`src/rtl/mealy_run_det_if.sv`:
```
// mealy_run_det_if: bus between the run detector and its user
//   en_i        qualifies in_i
//   in_i        serial data bit
//   mode_i      1 = overlapping detection, 0 = non-overlapping
//   out_o       Mealy detection flag
//   out_pol_o   polarity of the detected run (0 when out_o=0)
//   match_cnt_o saturating detection count
interface mealy_run_det_if #(
    parameter int CNT_W = 8
);
    logic             en_i;
    logic             in_i;
    logic             mode_i;
    logic             out_o;
    logic             out_pol_o;
    logic [CNT_W-1:0] match_cnt_o;

    modport master (output en_i, in_i, mode_i, input out_o, out_pol_o, match_cnt_o);
    modport slave  (input en_i, in_i, mode_i, output out_o, out_pol_o, match_cnt_o);
endinterface

```
`src/rtl/mealy_run_det.sv`:
```
// mealy_run_det: Mealy detector of RUN_LEN consecutive equal bits with a saturating hit counter
//   clk   rising-edge clock
//   Reset synchronous active-high reset
//   bus   mealy_run_det_if slave (en_i, in_i, mode_i -> out_o, out_pol_o, match_cnt_o)
module mealy_run_det #(
    parameter int RUN_LEN = 4,
    parameter int CNT_W   = 8
) (
    input logic            clk,
    input logic            Reset,
    mealy_run_det_if.slave bus
);
    localparam int RW = $clog2(RUN_LEN);

    typedef enum logic [1:0] {IDLE, ZRUN, ORUN} state_t;

    state_t           state_q;
    logic [RW-1:0]    run_q;
    logic [CNT_W-1:0] cnt_q;
    logic             same;
    logic             det;

    // same: the accepted bit extends the current run
    always_comb begin
        same = (state_q == ZRUN && !bus.in_i) || (state_q == ORUN && bus.in_i);
        det  = !Reset && bus.en_i && same && run_q == RW'(RUN_LEN - 1);
    end

    assign bus.out_o       = det;
    assign bus.out_pol_o   = det & bus.in_i;
    assign bus.match_cnt_o = cnt_q;

    always_ff @(posedge clk) begin
        if (Reset) begin
            state_q <= IDLE;
            run_q   <= '0;
            cnt_q   <= '0;
        end else begin
            if (det && cnt_q != '1)
                cnt_q <= cnt_q + CNT_W'(1);
            case (state_q)
                IDLE: if (bus.en_i) begin
                    state_q <= bus.in_i ? ORUN : ZRUN;
                    run_q   <= RW'(1);
                end
                ZRUN, ORUN: if (bus.en_i) begin
                    if (!same) begin
                        state_q <= bus.in_i ? ORUN : ZRUN;
                        run_q   <= RW'(1);
                    end else if (run_q != RW'(RUN_LEN - 1)) begin
                        run_q <= run_q + RW'(1);
                    end else if (!bus.mode_i) begin
                        // non-overlapping: next hit needs a completely fresh run
                        state_q <= IDLE;
                        run_q   <= '0;
                    end
                end
                default: begin
                    state_q <= IDLE;
                    run_q   <= '0;
                end
            endcase
        end
    end
endmodule

```
`src/flat_wrapper.sv`:
```
// flat-port wrapper written by rule: the top's interface ports become plain ports
module mealy_run_det_flat 
#(
    parameter int RUN_LEN = 4,
    parameter int CNT_W   = 8
)
  (clk, Reset, bus_en_i, bus_in_i, bus_mode_i, bus_out_o, bus_out_pol_o, bus_match_cnt_o);
  mealy_run_det_if #(.CNT_W(CNT_W)) bus_i ();
  input logic clk;
  input logic Reset;
  input wire logic [$bits(bus_i.en_i)-1:0] bus_en_i;
  input wire logic [$bits(bus_i.in_i)-1:0] bus_in_i;
  input wire logic [$bits(bus_i.mode_i)-1:0] bus_mode_i;
  output wire logic [$bits(bus_i.out_o)-1:0] bus_out_o;
  output wire logic [$bits(bus_i.out_pol_o)-1:0] bus_out_pol_o;
  output wire logic [$bits(bus_i.match_cnt_o)-1:0] bus_match_cnt_o;
  assign bus_i.en_i = bus_en_i;
  assign bus_i.in_i = bus_in_i;
  assign bus_i.mode_i = bus_mode_i;
  assign bus_out_o = bus_i.out_o;
  assign bus_out_pol_o = bus_i.out_pol_o;
  assign bus_match_cnt_o = bus_i.match_cnt_o;
  mealy_run_det #(.RUN_LEN(RUN_LEN), .CNT_W(CNT_W)) u_core (.clk(clk), .Reset(Reset), .bus(bus_i));
endmodule
```
`config.mk`:
```
export PLATFORM = sky130hd
export DESIGN_NAME = mealy_run_det_flat
export DESIGN_NICKNAME = d
export VERILOG_FILES = /design/src/rtl/mealy_run_det_if.sv /design/src/rtl/mealy_run_det.sv /design/src/flat_wrapper.sv
export SDC_FILE = /design/constraint.sdc
export NUM_CORES = 1
export LEC_CHECK = 0
export CORE_MARGIN = 2
export CORE_UTILIZATION = 48
export DETAILED_ROUTE_END_ITERATION = 7
export PLACE_DENSITY = 0.76
export REMOVE_ABC_BUFFERS = 1
export SLEW_MARGIN = 25
export SYNTH_ARGS = -nofsm -noshare
export SYNTH_HDL_FRONTEND = slang
export SYNTH_SLANG_ARGS = --single-unit
export TNS_END_PERCENT = 5
```
`constraint.sdc`:
```
create_clock -name clk -period 1.7 [get_ports clk]
set_input_delay 0.17 -clock clk [delete_from_list [all_inputs] [get_ports clk]]
set_output_delay 0.17 -clock clk [all_outputs]
set_load 0.02 [all_outputs]
```
==> impl_metrics.toml <==
[logic_synthesis]
synth-xor-area-share_pct = 1.23
ys_seq_elements = 12
synth_cell_type_count = 33
synth.area.top_cells = "dfxtp_1 34%, ha_1 11%, a21oi_1 7.0%"
synth_top_area_share_pct = 33.7
synthAdderAreaFrac_pct = 10.5
synthSimpleGateAreaFrac_pct = 23.0
synth_top_area_cell = "dfxtp_1"
ys_seq_area_share_pct = 33.7
yosysWarnings = 0
synth_compound_area_share_pct = 23.7
synth_top_family_by_area = "compound AO/OA/AOI/OAI gates"
muxShareOfSynthArea_pct = 3.51
synthCells = 79
syn_avg_cell_area_um2 = 9.01
synth.cell_area_um2 = 712

[floorplan]
pin_count = 15
die_h_um = 42.5
rows = 13
die_area_um2 = 1810
die-width_um = 42.5
core_area_um2 = 1350
start_util_pct = 52.7

[clock_network]
htree_levels = 1
clockRootBuffer = "clkbuf_4"
numCtsBuffers = 3
cts_sinks = 12
clk_pin_slew_ns = 0.07
cts_tree = "built"
clockBufferDepth = 2
worst_skew_pair.late_latency_ns = 0.27

[timing]
tightest_slew_ns = 0.357
post-route-period-util_pct = 95.8
rsz0062_at_grt = "true"
relSlewSlack_pct = 76.1
hold_viol_final = 0
drv_slew = 0
period_minus_slack_ns = 1.63
whs_ns = 0.475
fin_skew_ns = 0.00263
timing.fmax_mhz = 614
setup_violations = 0

[drt]
first_iter_violations = 14
first_pass_iters = 4
antenna_left = 0
via_per_inst = 5.56
m1WireLength_um = 723
wl_met3_um = 83
routed_wl_mm = 1.57
via_count = 690
drc = 0
wl_per_cell_um = 12.7
routed-wl-met2_um = 730
maxUsedRoutingLayer = "met4"

[place]
globalplace.congestion = 0.840
dp_hpwl_mm = 1.16
io_buffers = 14

[global_route]
grt_pass1_wl_mm = 2.68
grt_max_degree = 16
overflow = 0
antenna_found_initial = 0
track_usage_pct = 19.5
grt_pass1_vias = 677

[layout]
drive_above_1_share_pct = 31.2
diodes = 0
post-route-util_pct = 74.5
fillers = 106
final_nets = 122
layout_common_cells = "15 x buf_4, 12 x clkdlybuf4s50_1, 9 x a21oi_1, 9 x dfxtp_1, 7 x o21ai_0"
final_common_cell = "buf_4"
syn_to_final_growth_pct = 41.3

[critical_path]
startpoint_type = "flip-flop"
crit_required_ns = 1.87
critical_path_class = "reg2reg"
arrival_ns = 1.79
cp-end-kind = "flip-flop"
critPathMaxFanout = 14

[pwr]
p_leak_uw = 0.000397
irDropWorstVdd_uv = 498
p_per_area_nw_per_um2 = 668

[run]
cap_violations = 0

[hold_path]
hp-class = "reg2reg"

[run_status]
status = "finished clean"
[where the power goes]
part           total, uW  switching [uW]  internal, uW
Clock                169            87.4          82.0
Combinational        193            87.1           106
Sequential           309            11.6           298
Total                672             186           486
[cells by family (layout without fill, tap and decap cells)]
logic type | after synthesis | after routing
multiplexers | 2 | 2
AND/OR/NAND/NOR | 27 | 27
XOR/XNOR | 1 | 1
adder cells (fa/ha/maj) | 6 | 6
buffers and inverters | 6 | 36
flip-flops | 12 | 12
AO/OA/AOI/OAI | 25 | 25
[metrics by stage]
| step | std cells | total power [uW] | cell area (um2) | setup TNS [ns] | setup WS, ns |
|---|---|---|---|---|---|
| 2_1_floorplan | 77 | 400 | 697 | 0 | 0.163 |
| 3_3_place_gp | 119 | 478 | 953 | -0.470 | -0.110 |
| 3_5_place_dp | 119 | 484 | 953 | -0.598 | -0.119 |
| 4_1_cts | 122 | 657 | 975 | 0 | 0.00439 |
| 5_1_grt | 124 | 722 | 1010 | -0.0439 | -0.0427 |
| 6_report | 124 | 672 | 1010 | 0 | 0.0713 |
[worst max-delay path, stage by stage (launching register included)]
cell and delay (ns):
dfxtp_2 0.34, inv_1 0.05, ha_1 0.18, mux2_4 0.28, buf_4 0.15, o211ai_4 0.15
buf_4 0.18, xor2_1 0.14, nor2_1 0.05
[layer usage]
metal  vias up  track usage [%]
li1        359                -
met1       313             21.7
met2        14             33.8
met3         4             3.88
met4         0             11.3
met5         -                0
[area by class of cell]
class | instances | area [um2] | share of cell area [%]
multi-input combinational | 61 | 463 | 46.0
inverter | 4 | 15.0 | 1.49
timing repair buffer | 29 | 243 | 24.1
clock buffer | 3 | 22.5 | 2.24
sequential | 12 | 244 | 24.3
tap | 15 | 18.8 | 1.87
[synthesized netlist by cell type]
cell type  count
o221ai_1       1
inv_1          4
o41ai_1        3
or2_2          1
and4_1         1
and3b_2        1
nor3_1         1
o21ai_0        7
nand2_1        3
or3_1          5
clkbuf_1       1
ha_1           6
nand3b_1       1
nor3b_1        1
xor2_1         1
nand4_1        1
nor2_1         2
or4_1          1
a21oi_1       10
and2_1         1
nor2b_1        1
a41o_1         1
nand3_1        4
nand2b_1       1
buf_6          1
dfxtp_1       12
nand4b_1       1
o211ai_4       1
o21ba_2        1
mux2i_1        1
and3_2         1
mux2_4         1
o31ai_1        1
[timing repair]
| item | CTS | global route |
|---|---|---|
| setup endpoints to repair | 5 | 13 |
| pin swaps | 0 | 3 |
| endpoints found under the hold margin | 0 | 0 |
| hold buffers | 0 | 0 |
| gates resized for setup | 9 | 7 |
| setup buffers | 0 | 2 |
[registers in the layout, summed over array words and instances, names as in the netlist]
name	cells
u_core.bus.match_cnt_o	8
u_core.run_q	2
u_core.state_q	2
[path summary, 6_finish.rpt]
path / slack [ns] / cells past startpoint / start / to
max: 0.07 / 8 / u_core.state_q[1] / u_core.bus.match_cnt_o[0]
min: 0.47 / 2 / u_core.run_q[1] / u_core.run_q[1]
max reg2reg: 0.07 / 8 / u_core.state_q[1] / u_core.bus.match_cnt_o[0]
min reg2reg: 0.47 / 2 / u_core.run_q[1] / u_core.run_q[1]
Power figures use the tool's default switching activity.
